`config.mk`:
```
export PLATFORM = sky130hd
export DESIGN_NAME = bus_master_if
export DESIGN_NICKNAME = d
export VERILOG_FILES = /design/src/rtl/bus_master_if.sv
export SDC_FILE = /design/constraint.sdc
export NUM_CORES = 1
export LEC_CHECK = 0
export CAP_MARGIN = 20
export CELL_PAD_IN_SITES_DETAIL_PLACEMENT = 1
export CELL_PAD_IN_SITES_GLOBAL_PLACEMENT = 1
export CORE_ASPECT_RATIO = 1.5
export CORE_UTILIZATION = 30
export DETAILED_ROUTE_END_ITERATION = 8
export GPL_ROUTABILITY_DRIVEN = 1
export HOLD_SLACK_MARGIN = 0.08
export PLACE_DENSITY = 0.91
export REMOVE_ABC_BUFFERS = 1
export SLEW_MARGIN = 20
export SYNTH_ARGS = -nofsm -noshare
export SYNTH_HDL_FRONTEND = slang
export SYNTH_SLANG_ARGS = --single-unit
```
`constraint.sdc`:
```
create_clock -name clk -period 2.5 [get_ports clk]
set_clock_uncertainty 0.2 [all_clocks]
set_input_delay 0.25 -clock clk [delete_from_list [all_inputs] [get_ports clk]]
set_output_delay 0.25 -clock clk [all_outputs]
set_load 0.005 [all_outputs]
```
`src/rtl/bus_master_if.sv`:
```
// Per-master bus interface: turns one core access into the req/grant/strobe/ready
// bus sequence, holding req_ low for the whole transaction, with optional timeout abort.
module bus_master_if #(
    parameter int ADDR_W  = 30,
    parameter int DATA_W  = 32,
    parameter int TO_W    = 8,
    parameter int TIMEOUT = 200
) (
    input  logic              clk,
    input  logic              reset,
    input  logic              core_req,
    input  logic              core_rw,
    input  logic [ADDR_W-1:0] core_addr,
    input  logic [DATA_W-1:0] core_wr_data,
    output logic [DATA_W-1:0] core_rd_data,
    output logic              core_busy,
    output logic              core_done,
    output logic              core_err,
    output logic              bus_req_,
    input  logic              bus_grnt_,
    output logic [ADDR_W-1:0] bus_addr,
    output logic              bus_as_,
    output logic              bus_rw,
    output logic [DATA_W-1:0] bus_wr_data,
    input  logic [DATA_W-1:0] bus_rd_data,
    input  logic              bus_rdy_
);

    typedef enum logic [1:0] {
        IDLE,
        REQ,
        ACCESS,
        WAIT
    } state_t;

    localparam bit            TO_EN   = (TIMEOUT != 0);
    localparam logic [TO_W-1:0] TO_LAST = TO_W'(TIMEOUT - 1);

    state_t          state;
    logic [TO_W-1:0] count;

    always_ff @(posedge clk) begin
        if (reset) begin
            state        <= IDLE;
            count        <= '0;
            bus_req_     <= 1'b1;
            bus_as_      <= 1'b1;
            bus_rw       <= 1'b1;
            bus_addr     <= '0;
            bus_wr_data  <= '0;
            core_rd_data <= '0;
            core_busy    <= 1'b0;
            core_done    <= 1'b0;
            core_err     <= 1'b0;
        end else begin
            core_done <= 1'b0;
            core_err  <= 1'b0;
            case (state)
                IDLE: begin
                    if (core_req) begin
                        bus_rw      <= core_rw;
                        bus_addr    <= core_addr;
                        bus_wr_data <= core_wr_data;
                        bus_req_    <= 1'b0;
                        core_busy   <= 1'b1;
                        state       <= REQ;
                    end
                end
                REQ: begin
                    // No timeout here: waiting on the arbiter is not a slave fault.
                    if (!bus_grnt_) begin
                        bus_as_ <= 1'b0;
                        count   <= '0;
                        state   <= ACCESS;
                    end
                end
                ACCESS: begin
                    bus_as_ <= 1'b1;
                    if (!bus_rdy_) begin
                        if (bus_rw) core_rd_data <= bus_rd_data;
                        core_done <= 1'b1;
                        bus_req_  <= 1'b1;
                        core_busy <= 1'b0;
                        state     <= IDLE;
                    end else begin
                        count <= count + 1'b1;
                        state <= WAIT;
                    end
                end
                WAIT: begin
                    // Ready on the expiry edge takes priority over the abort.
                    if (!bus_rdy_) begin
                        if (bus_rw) core_rd_data <= bus_rd_data;
                        core_done <= 1'b1;
                        bus_req_  <= 1'b1;
                        core_busy <= 1'b0;
                        state     <= IDLE;
                    end else if (TO_EN && count == TO_LAST) begin
                        core_done <= 1'b1;
                        core_err  <= 1'b1;
                        bus_req_  <= 1'b1;
                        core_busy <= 1'b0;
                        state     <= IDLE;
                    end else begin
                        count <= count + 1'b1;
                    end
                end
                default: state <= IDLE;
            endcase
        end
    end

endmodule

```
# Word-level counts from Yosys, hierarchy flattened
# Cells that the tools add are included.
[word_totals]
input_bits = 100
ff_bits = 110
out_inout_bits = 100
[op_classes]
n_addsub = 1
eq_ne = 11
n_reduce_logical = 12
muxes = 27
bitwise_logic = 2
[ops]
columns = ["op", "n"]
rows = [
  ["$mux W8", 4],
  ["$pmux W8 S3", 1],
  ["$mux W1", 12],
  ["$ne A2 B2 Y1 const B", 6],
  ["$mux W2", 5],
  ["$add A8 B1 Y8 const B", 1],
  ["$eq A8 B8 Y1 const B", 1],
  ["$pmux W2 S4", 1],
  ["$pmux W1 S3", 2],
  ["$reduce_and A3 Y1", 2],
  ["$reduce_bool A3 Y1", 2],
  ["$reduce_and A5 Y1", 1],
  ["$eq A2 B2 Y1 const B", 2],
  ["$pmux W1 S2", 2],
  ["$reduce_and A2 Y1", 2],
  ["$reduce_and A4 Y1", 1],
  ["$ne A3 B3 Y1 const B", 1],
  ["$reduce_or A3 Y1", 1],
  ["$eq A2 B1 Y1 const B", 1],
  ["$logic_not A2 Y1", 1],
  ["$not A1 Y1", 2],
  ["$reduce_bool A2 Y1", 1],
  ["$reduce_or A2 Y1", 1],
]

# Longest topological paths before layout
# Gate-level depths: netlist of the first run.
[logic_depth]
ltp_word = 4
depth_mapped = 5

# Worst setup path after synthesis of the first run
# OpenSTA, ideal clock, no wires.
[synth_timing]
path_type = "register -> register"
from = "reg state[0]"
to = "reg count[0]"
t_required_ps = 2179
stages_incl_launch_ff = 5
path_slack_ps = 874
period_less_slack_ps = 1626
path_buffers = 1
t_arrival_ps = 1304
path_cell_list = "dfxtp_1 -> or3b_4 -> buf_6 -> and3b_1 -> mux2_4"
[synth_via]
elab_chain_len = 3
word_cells_on_any_way = 10
[synth_rtl]
columns = ["element", "line", "source"]
rows = [
  ["start: declaration", "39", "state_t state;"],
  ["start signal: assignment", "44", "state <= IDLE;"],
  ["start signal: assignment", "66", "state <= REQ;"],
  ["start signal: assignment", "74", "state <= ACCESS;"],
  ["$eq A2 B2 Y1 or $eq A2 B1 Y1 (tied branches)", "58", "case (state)"],
  ["$ne A2 B2 Y1 (no source line) or $reduce_bool A3 Y1 (tied branches)", "-", ""],
  ["$reduce_and A5 Y1 (no source line)", "-", ""],
  ["end signal: assignment", "86", "count <= count + 1'b1;"],
  ["end signal: assignment", "105", "count <= count + 1'b1;"],
  ["end: declaration", "40", "logic [TO_W-1:0] count;"],
]
# Several ways; a longest one is shown, not always the timed one.
# A chain may end at the register's enable or synchronous reset.

# Worst setup path after layout of the first run
[layout_timing]
from = "reg state[1]"
to = "reg count[7]"
# The elaborated chain is that of the path after synthesis.

==> flow_metrics.tcl, run 1 <==
set metrics [dict create \
    diodes 0 \
    synthTopCellsByArea "dfxtp_1 (55%), nand2_1 (18%), a21oi_1 (12%), clkbuf_1 (2.0%), nand3b_1 (1.1%)" \
    cts_buffers 9 \
    overflow 0 \
    initial_core_util_pct 30.79 \
    post-route-period-util_pct 76.69 \
    hp-class "primary input to flop" \
    utilization_pct 49.40 \
    crit_fanout 16 \
    fin_crit_ps 1917 \
    cts_tree "yes" \
    route.detailed.drc 0 \
    dpl.hpwl_mm 9.978 \
    ir_worst_vdd_mv 0.3300 \
    synth_edf_count 0 \
    max_stage_delay_ps 640 \
    maxSlewHeadroom_pct 66.48 \
    cts_setup_buffers 0 \
    io_pins 200 \
    cts-resized-gates 0 \
    io_buffers 199 \
    worstSetupStartpoint "state[1]" \
    crit_chain "nand2_1 -> a2111oi_2 -> mux2i_1" \
    endpoint_kind "flop" \
    rsz0062_at_grt "no" \
    outcome "completed" \
    drv_slew 0 \
    yosys.area.top_type "dfxtp_1" \
    htreeDepth 3 \
    drtPass1Iterations 4 \
    arrival_ps 1980 \
    crit_required_ps 2570 \
    avgSynthCellArea_um2 8.113 \
    r2r_end "count[7]" \
    grt_max_degree 47 \
    layout-drive-gt1-share_pct 4.692 \
    start_kind "flop" \
    drt_iter0_drc 79 \
    yosysTopAreaCellShare_pct 54.95 \
    hold_buffers 0 \
    die_x_um 96.37 \
    leakage_nw 2.299 \
    vias 4082 \
    drv_cap 0 \
    finalWeightedCongestion 0.7064 \
    setup_viol 0 \
    min_from "reset" \
    clk_path_buf_depth 2 \
    dieArea_um2 13830 \
    grt_use_total_pct 18.90 \
    critical_path_class "flop to flop" \
    syn_area_um2 4008 \
    synth-main-ff-cell "dfxtp_1" \
    synthCells 494 \
    clkSlewWorstSetupHoldPaths_ps 70 \
    ys_seq_elements 110 \
    finalHoldViolations 0 \
    ys_seq_area_share_pct 54.95 \
    core_um2 13020 \
    cp_slowest_cell "dfxtp_1" \
    vias_per_cell 4.854 \
    rr_worst_depth 3 \
    whs_endpoint "core_rd_data[8]" \
    ys_warn_count 0 \
    area_growth_pct 60.47 \
    grt_pass1_wl_mm 20.18 \
    die_y_um 143.6 \
    row_count 51 \
    root_buffer "clkbuf_16" \
    wirelength_mm 13.21 \
    ant_nets 0 \
    fmax_mhz 521.6 \
    pwr_density_cell_nw_per_um2 628.7 \
    rrSetupSlack_ps 580 \
    clock_sinks 110 \
    holdWs_ps 98.97 \
    wl_per_cell_um 15.71 \
    antenna_found_initial 0 \
    regToRegStartpoint "state[1]" \
    synth-async-reset-ratio_pct 0 \
    fillers 1560 \
    grt_pass1_vias 4241 \
    fin_nets 778 \
    hold_depth 2 \
    insertion_delay_ps 340 \
    synthDistinctLibCells 38 \
    worst_slew_pin_slew_ps 502.2 \
]
[cells in the mapped netlist, types with 4 or more instances]
cell / instances
nand2_1: 192
dfxtp_1: 110
a21oi_1: 99
clkbuf_1: 21
buf_1: 9
nand3b_1: 6
buf_2: 4
mux2i_1: 4
nand3_1: 4
or3b_1: 4
[metrics by stage]
stage          setup TNS, ps  instances  area, um^2  total power [mW]  worst slack, ps
3_3_place_gp               0        825        6117             2.564            469.2
4_1_cts                    0        841        6431             4.103            588.7
3_5_place_dp               0        825        6117             2.597            427.2
6_report                   0        841        6431             4.043            582.8
2_1_floorplan        -125000        459        3864             2.140            -1954
5_1_grt                    0        841        6431             4.232            415.6
[state kept, by name (all words and copies together) (netlist names)]
name	flops
core_rd_data	32
bus_as_	1
core_busy	1
bus_rw	1
state	2
core_err	1
bus_addr	30
bus_wr_data	32
core_done	1
bus_req_	1
count	8
[final cells by class]
cell class	instances	area [um^2]	area share, %
clock buffer	10	239.0	3.716
clock inverter	6	75.07	1.167
inverter	2	7.507	0.1167
multi-input combinational	347	1659	25.80
sequential	110	2202	34.24
tap	159	198.9	3.093
timing repair buffer	207	2049	31.87
[where the power goes]
| group | leakage, nW | internal, mW | switching (mW) |
|---|---|---|---|
| sequential | 0.897 | 1.85 | 0.0616 |
| combinational | 1.25 | 0.370 | 0.266 |
| clock | 0.152 | 0.821 | 0.676 |
[placed cells by master, fill, tap and decap left out, types with 2 or more instances in the layout]
master / instances
a21o_1: 2
nand3_1: 4
buf_4: 9
inv_6: 2
nand4_1: 2
o21ai_0: 3
a21oi_1: 99
nand2b_1: 2
nor2_1: 3
nand3b_1: 6
and3b_1: 3
or3b_1: 3
clkdlybuf4s50_1: 198
inv_1: 2
dfxtp_1: 110
mux2i_1: 4
a211oi_1: 3
clkbuf_16: 9
or3_1: 2
nand2_1: 192
[per-layer routing]
metal  share of wire (%)  track usage (%)  vias to the layer above
met1                  36            17.99                     1930
met4                 3.1            8.901                        0
li1                    -                -                     1993
met5                   0                0                        -
met2                  56            37.59                      129
met3                 4.9            3.228                       30
[kinds of logic after synthesis]
kind of cell / synth area share (%)
mux: 1.374
fa+ha+maj: 0.3122
buf+inv: 3.778
flops: 54.95
compound gates: 15.17
simple gates: 24.41
[how the worst max path moves through the flow]
stage,to,slack (ps),cells after the start
after floorplan,bus_addr[0],-1950,3
after global placement,bus_wr_data[18],470,5
after detailed placement,bus_wr_data[21],430,5
after CTS,count[7],590,3
after global routing,count[7],420,3
final,count[7],580,3
[critical path: cells and delay by family, from the launching register on]
kind,cells,cell delay [ps]
AND/OR/NAND/NOR,1,310
flip-flops,1,640
multiplexers,1,230
AO/OA/AOI/OAI,1,460
No activity file was read; power rests on OpenSTA's default activity.
==> run 2: changes to the inputs <==
--- a/config.mk
+++ b/config.mk
@@ -9,11 +9,11 @@
 export CELL_PAD_IN_SITES_DETAIL_PLACEMENT = 1
 export CELL_PAD_IN_SITES_GLOBAL_PLACEMENT = 1
 export CORE_ASPECT_RATIO = 1.5
-export CORE_UTILIZATION = 30
+export CORE_UTILIZATION = 25
 export DETAILED_ROUTE_END_ITERATION = 8
 export GPL_ROUTABILITY_DRIVEN = 1
 export HOLD_SLACK_MARGIN = 0.08
-export PLACE_DENSITY = 0.91
+export PLACE_DENSITY = 0.82
 export REMOVE_ABC_BUFFERS = 1
 export SLEW_MARGIN = 20
 export SYNTH_ARGS = -nofsm -noshare
==> constraint.sdc (replaced) <==
create_clock -name clk -period 1.65 [get_ports clk]
set_clock_uncertainty 0.2 [all_clocks]
set_input_delay 0.165 -clock clk [delete_from_list [all_inputs] [get_ports clk]]
set_output_delay 0.165 -clock clk [all_outputs]
set_load 0.005 [all_outputs]
==> run 2 against run 1 <==
Net effect:
- the run now ends with setup timing left
- power increased by 59%
- worst hold slack gained 61 ps
- sequential share of layout area shrank 2.2 points
- routed wire length increased by 8.3%
- core utilization decreased by 5.1 points
- global-route usage decreased by 2.2 points
- non-clock buffer count increased by 29
- via count rose by 3.5%
- first-iteration DRC count grew 48%
- largest power group unchanged
- highest routed layer unchanged
==> flow_metrics.tcl, run 2 (synthesis results as in run 1) <==
set metrics [dict create \
    cp_slowest_cell "dfxtp_4" \
    insertion_delay_ps 350 \
    fmax_mhz 592.6 \
    pre_cts_slack_ps -313.7 \
    ant_nets 0 \
    root_buffer "clkbuf_16" \
    crit_chain "ha_4 -> buf_6 -> nand4_1 -> buf_4 -> nor2_4 -> a221o_1" \
    grt_use_total_pct 16.73 \
    finalSetupTns_ps -47.12 \
    setup_slack_ps -37.40 \
    wirelength_mm 14.32 \
    grt_pass1_wl_mm 21.62 \
    start_kind "flop" \
    overflow 0 \
    core_um2 15630 \
    io_pins 200 \
    cp_num_cells 6 \
    antenna_found_initial 0 \
    grt_pass1_vias 4492 \
    whs_endpoint "core_rd_data[20]" \
    initial_core_util_pct 25.65 \
    area_growth_pct 72.84 \
    setup_viol 2 \
    finalWeightedCongestion 0.8212 \
    holdWs_ps 160.3 \
    max_stage_delay_ps 360 \
    busiest_layer "met2" \
    met2_usage_pct 33.65 \
    clock_sinks 110 \
    wl_per_cell_um 15.66 \
    multi_input_area_um2 1738 \
    clk_path_buf_depth 2 \
    fillers 1829 \
    drt_iter0_drc 117 \
    outcome "finished with violations" \
    ir_worst_vdd_mv 0.5228 \
    drv_cap 0 \
    grt_use_met3_pct 3.147 \
    hp-class "primary input to flop" \
    path_buf_inv 2 \
    finalPower_mw 6.424 \
    diodes 0 \
    drtPass1Iterations 4 \
    arrival_ps 1720 \
    fin_nets 807 \
    vias_per_cell 4.624 \
    post-route-period-util_pct 102.3 \
    rsz0062_at_grt "yes" \
    leakage_nw 2.500 \
    critical_path_class "flop to flop" \
    path_delay_family "flip-flops" \
    dieArea_um2 16550 \
    die_x_um 105.4 \
    endpoint_kind "flop" \
    final_common_cell "clkdlybuf4s50_1" \
    layout-drive-gt1-share_pct 10.97 \
    crit_fanout 5 \
    dp_cells 889 \
    drv_slew 0 \
    finalHoldViolations 0 \
    grt_max_degree 45 \
    route.detailed.drc 0 \
    min_from "bus_rd_data[20]" \
    clkSlewWorstSetupHoldPaths_ps 80 \
    final_cell_mix "clkdlybuf4s50_1 (196), nand2_1 (191), dfxtp_1 (101)" \
    rr_worst_depth 6 \
    violations "setup timing" \
    fin_crit_ps 1687 \
    die_y_um 157.1 \
    row_count 56 \
    cts_tree "yes" \
    grt_use_met1_pct 16.11 \
    rrSetupSlack_ps -40 \
    io_buffers 199 \
    r2r_end "bus_req_" \
    maxSlewHeadroom_pct 75.64 \
    crit_required_ps 1690 \
    htreeDepth 3 \
    vias 4226 \
    hold_depth 3 \
    regToRegStartpoint "count[0]" \
    worst_slew_pin_slew_ps 364.4 \
    dpl.hpwl_mm 10.69 \
    pwr_density_cell_nw_per_um2 927.5 \
    top_regs "bus_wr_data: 32 flops, core_rd_data: 32 flops, bus_addr: 30 flops" \
    stdcell_count 914 \
    cts_buffers 9 \
    register_area_um2 2221 \
]
-- run 2: worst max path at each step --
stage	from	end	slack, ps
floorplan	state[1]	bus_addr[0]	-2800
global placement	core_req	bus_addr[9]	-260
detailed placement	core_req	bus_addr[24]	-310
CTS	count[0]	core_done	-30
global route	count[1]	bus_req_	-100
finish	count[0]	bus_req_	-40
-- run 2: layout make-up --
class / instances / area share (%)
Clock buffer: 9 / 3.251
Clock inverter: 7 / 1.662
Inverter: 2 / 0.1084
Multi-Input combinational cell: 347 / 25.09
Sequential cell: 110 / 32.06
Tap cell: 203 / 3.667
Timing Repair Buffer: 236 / 34.16
-- run 2: power by group --
part           switching (mW)  internal [mW]
combinational           0.451          0.638
sequential             0.0819           2.80
clock                    1.08           1.37
total                    1.62           4.81
-- run 2: worst min-delay path: stages --
cell             delay [ps]
clkdlybuf4s50_1         400
nand2_1                  60
a21oi_1                  50
-- run 2: metrics by stage --
stage	utilization [%]	cell area (um^2)
2_1_floorplan	-	3864
3_3_place_gp	41.02	6410
3_5_place_dp	41.02	6410
4_1_cts	43.79	6842
5_1_grt	44.33	6927
6_report	44.33	6927
-- run 2: metal layers --
layer,share of wire [%],wire [um]
met1,36,5155
met2,57,8109
met3,4.3,620
met4,3.0,430
met5,0,0
-- run 2: timing repair --
| action | in CTS | in global routing |
|---|---|---|
| hold buffers | 1 | 0 |
| setup buffers | 3 | 5 |
| endpoints found under the setup margin | 29 | 20 |
| gates resized for setup | 15 | 14 |
| endpoints found under the hold margin | 9 | 0 |
| pin swaps | 4 | 5 |
==> run 3: changes to the inputs <==
--- a/config.mk
+++ b/config.mk
@@ -9,6 +9,7 @@
 export CELL_PAD_IN_SITES_DETAIL_PLACEMENT = 1
 export CELL_PAD_IN_SITES_GLOBAL_PLACEMENT = 1
 export CORE_ASPECT_RATIO = 1.5
+export CORE_MARGIN = 2
 export CORE_UTILIZATION = 25
 export DETAILED_ROUTE_END_ITERATION = 8
 export GPL_ROUTABILITY_DRIVEN = 1
==> run 3 against run 2 <==
Net effect:
- the flow now finishes without violations
- final cell count is 0.33% lower
- worst hold slack got worse by 2.2 ps
- sequential share of layout area down 0.31 points
- largest power group unchanged
- highest routed layer unchanged
==> flow_metrics.tcl, run 3 (synthesis results as in run 1) <==
set metrics [dict create \
    final_common_cell "clkdlybuf4s50_1" \
    start_kind "flop" \
    arrival_ps 1710 \
    io_buffers 199 \
    finalWeightedCongestion 0.7535 \
    insertion_delay_ps 340 \
    die_x_um 107.4 \
    fmax_mhz 613.7 \
    endpoint_kind "flop" \
    hold_depth 3 \
    wl_per_cell_um 15.81 \
    hp-class "primary input to flop" \
    rrSetupSlack_ps 20 \
    setup_viol 0 \
    cp_slowest_cell "dfxtp_4" \
    final_cell_area_um2 6970 \
    top_regs "bus_wr_data: 32 flops, core_rd_data: 32 flops, bus_addr: 30 flops" \
    area_growth_pct 73.93 \
    grt_pass1_wl_mm 21.69 \
    initial_core_util_pct 25.53 \
    crit_required_ps 1730 \
    layout-drive-gt1-share_pct 11.16 \
    setup_slack_ps 20.63 \
    antenna_found_initial 0 \
    pre_cts_slack_ps -263.4 \
    root_buffer "clkbuf_16" \
    timing.critical_path.mode_cell "buf_6" \
    maxSlewHeadroom_pct 70.52 \
    drt_iter0_drc 123 \
    clkSlewWorstSetupHoldPaths_ps 80 \
    utilization_pct 44.41 \
    ir_worst_vdd_mv 0.5198 \
    clk_path_buf_depth 2 \
    fin_nets 805 \
    overflow 0 \
    finalSetupTns_ps 0 \
    wirelength_mm 14.40 \
    drv_cap 0 \
    diodes 0 \
    min_from "bus_rd_data[30]" \
    grt_use_total_pct 15.67 \
    vias_per_cell 4.563 \
    drtPass1Iterations 4 \
    critical_path_class "flop to flop" \
    dieArea_um2 17080 \
    grt_max_degree 49 \
    cts_tree "yes" \
    htreeDepth 3 \
    worst_slew_pin_slew_ps 442.1 \
    die_y_um 159.1 \
    finalHoldViolations 0 \
    crit_chain "buf_6 -> nor3b_4 -> buf_6 -> clkbuf_16 -> nand2_1 -> a21oi_1" \
    crit_fanout 7 \
    leakage_nw 2.503 \
    rr_worst_depth 6 \
    io_pins 200 \
    pwr_density_cell_nw_per_um2 900.3 \
    place_area_um2 6360 \
    drv_slew 0 \
    row_count 56 \
    fin_crit_ps 1629 \
    path_delay_family "buffers and inverters" \
    ant_nets 0 \
    path_buf_inv 3 \
    grt_pass1_vias 4419 \
    post-route-period-util_pct 98.75 \
    core_um2 15700 \
    dpl.hpwl_mm 9.993 \
    cts_buffers 9 \
    clock_sinks 110 \
    outcome "completed" \
    rsz0062_at_grt "yes" \
    r2r_end "bus_wr_data[26]" \
    whs_endpoint "core_rd_data[30]" \
    max_stage_delay_ps 370 \
    route.detailed.drc 0 \
    final_cell_mix "clkdlybuf4s50_1 (198), nand2_1 (190), dfxtp_1 (105)" \
    regToRegStartpoint "state[1]" \
    vias 4157 \
]
-- run 3: cell count changes in the layout (fill, tap and decap cells not counted), sizes merged --
| cell | delta |
|---|---|
| buf | -6 |
| dlymetal6s2s | -2 |
| bufinv | -1 |
| clkdlybuf4s50 | +2 |
| clkbuf | +4 |
-- run 3: how the worst max path moves through the flow --
stage | startpoint | endpoint | slack [ps] | cells after the start
final | state[1] | bus_wr_data[26] | 20 | 6
after global placement | core_req | bus_addr[23] | -210 | 5
after global routing | state[1] | count[7] | -40 | 3
after floorplan | state[1] | bus_addr[0] | -2800 | 3
after CTS | count[0] | count[2] | 0.8 | 5
after detailed placement | core_req | bus_wr_data[1] | -260 | 7
-- run 3: where the power goes --
group | internal, mW | switching, mW
clock network | 1.18 | 1.00
logic | 0.713 | 0.490
registers | 2.80 | 0.0846
-- run 3: cell type report --
class                           instances  area, um^2
Sequential cell                       110        2213
Clock inverter                          6       68.82
Inverter                                2       7.507
Timing Repair Buffer                  234        2442
Multi-Input combinational cell        347        1759
Tap cell                              203       254.0
Clock buffer                            9       225.2
Fill cell                            1857        8725
-- run 3: repair_timing --
action | in CTS | in global routing
hold endpoints to repair | 10 | 0
gates resized for setup | 6 | 30
endpoints found under the setup margin | 40 | 26
pin swaps | 1 | 4
buffers inserted | 0 | 5
gates cloned | 1 | 5
hold buffers | 1 | 0
-- run 3: per-layer routing --
| metal | track usage, % | share of wire, % |
|---|---|---|
| met3 | 3.520 | 5.6 |
| met5 | 0 | 0 |
| met1 | 16.26 | 38 |
| met4 | 5.420 | 2.1 |
| met2 | 30.12 | 54 |
-- run 3: worst reg2reg max path: stages, from the launching register on --
cell and delay [ps]:
dfxtp_4 370, buf_6 130, nor3b_4 270, buf_6 230
clkbuf_16 190, nand2_1 70, a21oi_1 110
-- run 3: through the flow --
stage	instances	total power, mW	hold slack, ps
after floorplan	459	3.243	34.07
after global placement	884	3.961	240.4
after detailed placement	884	4.007	249.4
after CTS	901	6.253	148.3
after global routing	911	6.599	161.3
final	911	6.275	158.2
